$ cat src/rtl/execute_stage_pkg.sv
// rtl/execute_stage_pkg.sv - shared ALU opcodes, forward selects and multiplier state type
package execute_stage_pkg;

    localparam logic [2:0] ALU_ADD  = 3'b000;
    localparam logic [2:0] ALU_SUB  = 3'b001;
    localparam logic [2:0] ALU_AND  = 3'b010;
    localparam logic [2:0] ALU_OR   = 3'b011;
    localparam logic [2:0] ALU_XOR  = 3'b100;
    localparam logic [2:0] ALU_SLT  = 3'b101;
    localparam logic [2:0] ALU_SLTU = 3'b110;
    localparam logic [2:0] ALU_SRL  = 3'b111;

    localparam logic [1:0] FWD_REG = 2'b00;
    localparam logic [1:0] FWD_WB  = 2'b01;
    localparam logic [1:0] FWD_MEM = 2'b10;

    typedef enum logic [1:0] {
        IDLE = 2'b00,
        BUSY = 2'b01,
        DONE = 2'b10
    } mul_state_t;

endpackage

$ cat src/rtl/execute_stage_mul_iter.sv
// rtl/execute_stage_mul_iter.sv - iterative shift-add multiplier (mul_iter), built only with EXECUTE_MUL_EN
`ifdef EXECUTE_MUL_EN
module mul_iter
    import execute_stage_pkg::*;
#(
    parameter int XLEN = 32
) (
    input  logic            clk,
    input  logic            rst,
    input  logic            start,
    input  logic [XLEN-1:0] a,
    input  logic [XLEN-1:0] b,
    output logic            busy,
    output logic            done,
    output logic [XLEN-1:0] product
);

    localparam int CW = $clog2(XLEN + 1);

    mul_state_t      state;
    logic [XLEN-1:0] mcand;
    logic [XLEN-1:0] mplier;
    logic [CW-1:0]   step;

    always_ff @(posedge clk or negedge rst) begin
        if (!rst) begin
            state   <= IDLE;
            step    <= '0;
            product <= '0;
            mcand   <= '0;
            mplier  <= '0;
        end else begin
            case (state)
                IDLE: if (start) begin
                    state   <= BUSY;
                    mcand   <= a;
                    mplier  <= b;
                    product <= '0;
                    step    <= '0;
                end
                BUSY: begin
                    // Only the low XLEN bits are kept, so the shifted multiplicand may drop its top bits.
                    if (mplier[0]) product <= product + mcand;
                    mcand  <= mcand << 1;
                    mplier <= mplier >> 1;
                    step   <= step + CW'(1);
                    if (step == CW'(XLEN - 1)) state <= DONE;
                end
                DONE:    state <= IDLE;
                default: state <= IDLE;
            endcase
        end
    end

    assign busy = (state == BUSY);
    assign done = (state == DONE);

endmodule
`endif

$ cat src/rtl/execute_stage.sv
// rtl/execute_stage.sv - execute stage: forwarding, ALU, branch resolve, E/M register
// Optional iterative multiply enabled by defining EXECUTE_MUL_EN.
module execute_stage
    import execute_stage_pkg::*;
#(
    parameter int XLEN = 32
) (
    input  logic            clk,
    input  logic            rst,
    input  logic            RegWriteE,
    input  logic            MemWriteE,
    input  logic            JumpE,
    input  logic            BeqE,
    input  logic            BneE,
    input  logic            BltE,
    input  logic            BgeE,
    input  logic            ALUSrcE,
    input  logic [1:0]      ResultSrcE,
    input  logic [2:0]      ALUControlE,
    input  logic            MulE,
    input  logic [XLEN-1:0] Rd1E,
    input  logic [XLEN-1:0] Rd2E,
    input  logic [XLEN-1:0] PCE,
    input  logic [XLEN-1:0] ExtImmE,
    input  logic [XLEN-1:0] PCPlus4E,
    input  logic [4:0]      RdE,
    input  logic [1:0]      ForwardAE,
    input  logic [1:0]      ForwardBE,
    input  logic [XLEN-1:0] ResultW,
    output logic            PCSrcE,
    output logic [XLEN-1:0] PCTargetE,
    output logic            StallE,
    output logic            RegWriteM,
    output logic            MemWriteM,
    output logic [1:0]      ResultSrcM,
    output logic [4:0]      RdM,
    output logic [XLEN-1:0] ALUResultM,
    output logic [XLEN-1:0] WriteDataM,
    output logic [XLEN-1:0] PCPlus4M
);

    logic [XLEN-1:0] src_a, write_data_e, src_b, alu_result;
    logic            zero, lt, taken;

    always_comb begin
        case (ForwardAE)
            FWD_REG: src_a = Rd1E;
            FWD_WB:  src_a = ResultW;
            FWD_MEM: src_a = ALUResultM;
            default: src_a = Rd1E;
        endcase
        case (ForwardBE)
            FWD_REG: write_data_e = Rd2E;
            FWD_WB:  write_data_e = ResultW;
            FWD_MEM: write_data_e = ALUResultM;
            default: write_data_e = Rd2E;
        endcase
    end

    assign src_b = ALUSrcE ? ExtImmE : write_data_e;
    assign zero  = (src_a == src_b);
    assign lt    = ($signed(src_a) < $signed(src_b));
    assign taken = (BeqE & zero) | (BneE & ~zero) | (BltE & lt) | (BgeE & ~lt);

    always_comb begin
        case (ALUControlE)
            ALU_ADD:  alu_result = src_a + src_b;
            ALU_SUB:  alu_result = src_a - src_b;
            ALU_AND:  alu_result = src_a & src_b;
            ALU_OR:   alu_result = src_a | src_b;
            ALU_XOR:  alu_result = src_a ^ src_b;
            ALU_SLT:  alu_result = {{(XLEN-1){1'b0}}, lt};
            ALU_SLTU: alu_result = {{(XLEN-1){1'b0}}, (src_a < src_b)};
            ALU_SRL:  alu_result = src_a >> src_b[4:0];
            default:  alu_result = '0;
        endcase
    end

    assign PCTargetE = PCE + ExtImmE;

    logic            mul_done;
    logic [XLEN-1:0] product;
    logic            lat_rw;
    logic [1:0]      lat_rs;
    logic [4:0]      lat_rd;
    logic [XLEN-1:0] lat_pc4;

`ifdef EXECUTE_MUL_EN
    logic mul_busy, mul_idle, accept;

    mul_iter #(.XLEN(XLEN)) u_mul (
        .clk     (clk),
        .rst     (rst),
        .start   (accept),
        .a       (src_a),
        .b       (src_b),
        .busy    (mul_busy),
        .done    (mul_done),
        .product (product)
    );

    assign mul_idle = ~mul_busy & ~mul_done;
    assign accept   = mul_idle & MulE;
    assign StallE   = rst & (accept | mul_busy);
    // A multiply outranks any jump/branch flags presented alongside it.
    assign PCSrcE   = mul_idle & ~MulE & (JumpE | taken);

    always_ff @(posedge clk or negedge rst) begin
        if (!rst) begin
            lat_rw  <= 1'b0;
            lat_rs  <= '0;
            lat_rd  <= '0;
            lat_pc4 <= '0;
        end else if (accept) begin
            lat_rw  <= RegWriteE;
            lat_rs  <= ResultSrcE;
            lat_rd  <= RdE;
            lat_pc4 <= PCPlus4E;
        end
    end
`else
    logic unused_mul;

    assign unused_mul = MulE;
    assign StallE     = 1'b0;
    assign PCSrcE     = JumpE | taken;
    assign mul_done   = 1'b0;
    assign product    = '0;
    assign lat_rw     = 1'b0;
    assign lat_rs     = '0;
    assign lat_rd     = '0;
    assign lat_pc4    = '0;
`endif

    always_ff @(posedge clk or negedge rst) begin
        if (!rst) begin
            RegWriteM  <= 1'b0;
            MemWriteM  <= 1'b0;
            ResultSrcM <= '0;
            RdM        <= '0;
            ALUResultM <= '0;
            WriteDataM <= '0;
            PCPlus4M   <= '0;
        end else if (mul_done) begin
            RegWriteM  <= lat_rw;
            MemWriteM  <= 1'b0;
            ResultSrcM <= lat_rs;
            RdM        <= lat_rd;
            ALUResultM <= product;
            PCPlus4M   <= lat_pc4;
        end else if (StallE) begin
            RegWriteM <= 1'b0;
            MemWriteM <= 1'b0;
        end else begin
            RegWriteM  <= RegWriteE;
            MemWriteM  <= MemWriteE;
            ResultSrcM <= ResultSrcE;
            RdM        <= RdE;
            ALUResultM <= alu_result;
            WriteDataM <= write_data_e;
            PCPlus4M   <= PCPlus4E;
        end
    end

endmodule

$ cat config.mk
export PLATFORM = sky130hd
export DESIGN_NAME = execute_stage
export DESIGN_NICKNAME = d
export VERILOG_FILES = /design/src/rtl/execute_stage_pkg.sv /design/src/rtl/execute_stage_mul_iter.sv /design/src/rtl/execute_stage.sv
export SDC_FILE = /design/constraint.sdc
export NUM_CORES = 1
export LEC_CHECK = 0
export ABC_AREA = 0
export BUFFER_PORTS_ARGS = -buffer_cell sky130_fd_sc_hd__buf_2
export CAP_MARGIN = 0
export CORE_UTILIZATION = 54
export DETAILED_ROUTE_END_ITERATION = 8
export GPL_TIMING_DRIVEN = 1
export HOLD_SLACK_MARGIN = 0.1
export MAX_ROUTING_LAYER = met4
export PLACE_DENSITY = 0.82
export SLEW_MARGIN = 20
export SYNTH_ARGS = -nofsm -noshare
export SYNTH_HDL_FRONTEND = slang
export SYNTH_HIERARCHICAL = 1
export SYNTH_SLANG_ARGS = --single-unit
$ cat constraint.sdc
create_clock -name clk -period 5.6 [get_ports clk]
set_input_delay 0.56 -clock clk [delete_from_list [all_inputs] [get_ports clk]]
set_output_delay 0.56 -clock clk [all_outputs]
set_load 0.01 [all_outputs]
==> qor.csv <==
stage;metric;value;unit
run_status;status;finished clean;
cts;Clock Sinks;105;
route;DR iter-0 viols;2245;
hold_path;Min-Delay Path Class;input port to flop;
setup_path;Crit Path Max Fanout;17;
setup_path;CP endpoint kind;primary output;
synthesis;simple-gate portion of the synthesized area;13.86;%
floorplan;# IOs;356;
floorplan;Die H;153.9;um
floorplan;Starting Density;55.02;%
power;Power Dens Cells;278.9;nW/um2
synthesis;Netlist Area Pre-Place;12460;um2
synthesis;mux share of post-synthesis cell area;7.664;%
setup_path;Critical R2R Capture;ALUResultM[23];
power;worst vdd ir;0.0001713;V
power;Leak;7.592;nW
synthesis;Post-synth EDFFs;0;
synthesis;Synth Area in XOR/XNOR;2.742;%
flow_run;Max-Cap Viols;0;
synthesis;largest family of logic cells by synthesized area;compound AO/OA/AOI/OAI gates;
sta;max-slew violations;0;
floorplan;DIE AREA;23680;um2
setup_path;FF-to-FF Start;ALUResultM[1];
synthesis;count of different cell masters after synthesis;78;
cts;Clk Latency, worst-skew pair;0.38;ns
global_route;first-pass GRT wire length;80.50;mm
cts;CTS Buf Count;9;
synthesis;Most used DFF post-synth;dfrtp_1;
synthesis;syn nets;1941;
route;# DRC;0;
setup_path;R2R Setup Slk;0.95;ns
final_layout;most frequent cells in the layout;buf_2, o21ai_0, inv_1;
cts;Clock transition at path regs;0.08;ns
floorplan;Core Region;22640;um2
sta;final hold vios;0;
route;mean routed wirelength per cell;24.59;um
sta;f_max;183.8;MHz
route;vias per inst;6.646;
sta;Period minus WS final;5.440;ns
hold_path;worst hold endpoint;PCPlus4M[18];
sta;Clock Skews;0.01678;ns
route;drt pass-1 iters;7;
cts;Clock Tree Root;clkbuf_16;
global_route;GR Util met3;12.26;%
sta;worst rel slew slack;29.41;%
synthesis;Synth Instances;1590;
synthesis;post-synthesis register bit count;105;
global_route;GRT overflow;0;
final_layout;Fillers;1977;
synthesis;compound-gate portion of the synthesized area;33.09;%
sta;Final setup viols;0;
synthesis;sequential share of the synthesized area;21.09;%
placement;placed cells;2197;
cts;CTS max path bufs;2;
global_route;met1 usage;58.02;%
final_layout;Layout area overhead;21.16;%
cts;CTS Hold Buffers Added;0;
placement;Port Buffers;353;
placement;DP Wirelength;43.50;mm
setup_path;Startpoint Class;input port;
final_layout;most common cell after layout, fill and taps aside;buf_2;
hold_path;hold path depth;1;
synthesis;syn avg cell area;7.834;um2
final_layout;layout cell share with drive strength beyond 1;24.56;%
synthesis;FFs w/ async S/R, synth;100.0;%
floorplan;die width;153.9;um
sta;total negative setup slack;0;ns
synthesis;adder-cell area share of the yosys netlist;13.64;%
global_route;antenna violations before repair;9;
setup_path;data required time of the critical path;5.04;ns
floorplan;# rows;55;
sta;period utilization;97.15;%
route;wirelength, routed;54.72;mm
route;via count;14787;
global_route;met2 Use GR;69.96;%
cts;H-tree levels;3;
setup_path;data arrival time of the critical path;4.88;ns
global_route;GRT Resource Usage Total;46.10;%
synthesis;yosys warns;6;
hold_path;Hold Startpoint;PCPlus4E[18];
final_layout;fin cells;2225;
global_route;pin count of the biggest net entering global routing;66;
route;Routed Antenna Nets;0;
setup_path;critical path class;input port to primary output;
cts;TritonCTS clock tree;done;
placement;routability cong.;1.116;
setup_path;r2r worst-path depth;14;
sta;worst-margin pin slew;1.048;ns
global_route;number of global-route vias before repair;13544;
final_layout;nets@finish;2276;
global_route;Most Crowded Layer GR;met2;
state kept, by name, indices dropped and copies added, names as in the netlist:
signal	flops
RdM	5
ResultSrcM	2
WriteDataM	32
PCPlus4M	32
MemWriteM	1
ALUResultM	32
RegWriteM	1
worst max-delay path by stage:
stage,start,endpoint,slack (ns),cells after the start
final,ForwardBE[0],PCSrcE,0.16,17
after global routing,ForwardBE[0],PCSrcE,-0.004,18
after CTS,ForwardAE[0],PCSrcE,0.07,18
after detailed placement,ForwardAE[0],PCSrcE,0.11,18
after global placement,ForwardAE[0],PCSrcE,0.17,18
after floorplan,ForwardBE[0],PCSrcE,0.59,19
final cells by class:
type                            instances  area (um2)  share of cell area (%)
Antenna cell                           10       25.02                  0.1658
Clock inverter                          7       117.6                  0.7794
Multi-Input combinational cell       1238        8885                   58.88
Tap cell                              285       356.6                   2.363
Sequential cell                       105        2628                   17.41
Timing Repair Buffer                  423        2295                   15.21
Clock buffer                            9       225.2                   1.492
Inverter                              148       559.3                   3.706
critical path, cell delays in order:
cell and delay (ns):
buf_2 0.09, inv_1 0.04, ha_1 0.52, buf_4 0.27, buf_4 0.27, a221o_1 0.14
o21ai_0 0.09, o21ai_0 0.63, ha_1 0.46, nand3b_1 0.23, nor3_1 0.28, and3_1 0.28
nand3_1 0.14, nor4_1 0.41, mux2i_1 0.24, nand3b_1 0.08, buf_2 0.14
per-layer routing:
metal / wire length, um / up-vias
met1: 20950 / 7011
met5: 0 / -
met3: 7123 / 194
met4: 2449 / 0
li1: - / 6529
met2: 24190 / 1053
metrics by stage:
stage	setup WS [ns]	hold WS [ns]	utilization, %	power [mW]	area (um2)
after global placement	0.1666	0.6490	64.85	3.299	14680
after global routing	-0.003689	0.2833	66.65	4.403	15090
after CTS	0.07337	0.2834	66.36	4.106	15020
after detailed placement	0.1117	0.6605	64.85	3.334	14680
after floorplan	0.5883	0.2644	-	2.464	12460
final	0.1596	0.2862	66.65	4.209	15090
synthesized netlist by cell type (all sizes together) (11+ instances only):
| master | count | area share (%) |
|---|---|---|
| o21ai | 156 | 6.3 |
| a21oi | 122 | 4.9 |
| a21o | 30 | 1.8 |
| a221o | 63 | 5.1 |
| and3 | 14 | 0.70 |
| nor2b | 18 | 0.90 |
| buf | 37 | 1.5 |
| o21a | 27 | 1.6 |
| a221oi | 11 | 0.77 |
| a22oi | 13 | 0.78 |
| mux2i | 83 | 6.7 |
| o21bai | 18 | 1.1 |
| clkbuf | 62 | 1.9 |
| nand2b | 12 | 0.60 |
| inv | 145 | 4.4 |
| xor2 | 12 | 0.84 |
| o211ai | 21 | 1.3 |
| nand3 | 27 | 1.1 |
| xnor2 | 27 | 1.9 |
| dfrtp | 105 | 21 |
| nor2 | 105 | 3.2 |
| nand2 | 105 | 3.2 |
| o22ai | 18 | 0.90 |
| a211oi | 26 | 1.6 |
| nor3 | 39 | 1.6 |
| ha | 131 | 13 |
power breakdown:
part           internal (mW)  switching, mW  leakage, nW
sequential             0.862          0.101         1.26
combinational          0.940           1.53         6.17
clock                  0.409          0.367        0.165
total                   2.21           2.00         7.59
repair_timing:
item,CTS,global route
setup endpoints to repair,0,1
resized for setup,0,9
buffers inserted,0,2
kinds of logic (layout without fill, tap and decap cells):
logic type | count (synthesis) | after routing
mux | 93 | 93
other cells | 1 | 11
simple gates | 368 | 368
xor+xnor | 39 | 39
fa+ha+maj | 134 | 134
buf+inv | 247 | 587
flops | 105 | 105
compound gates | 603 | 603
(Power assumes the default switching activity.)
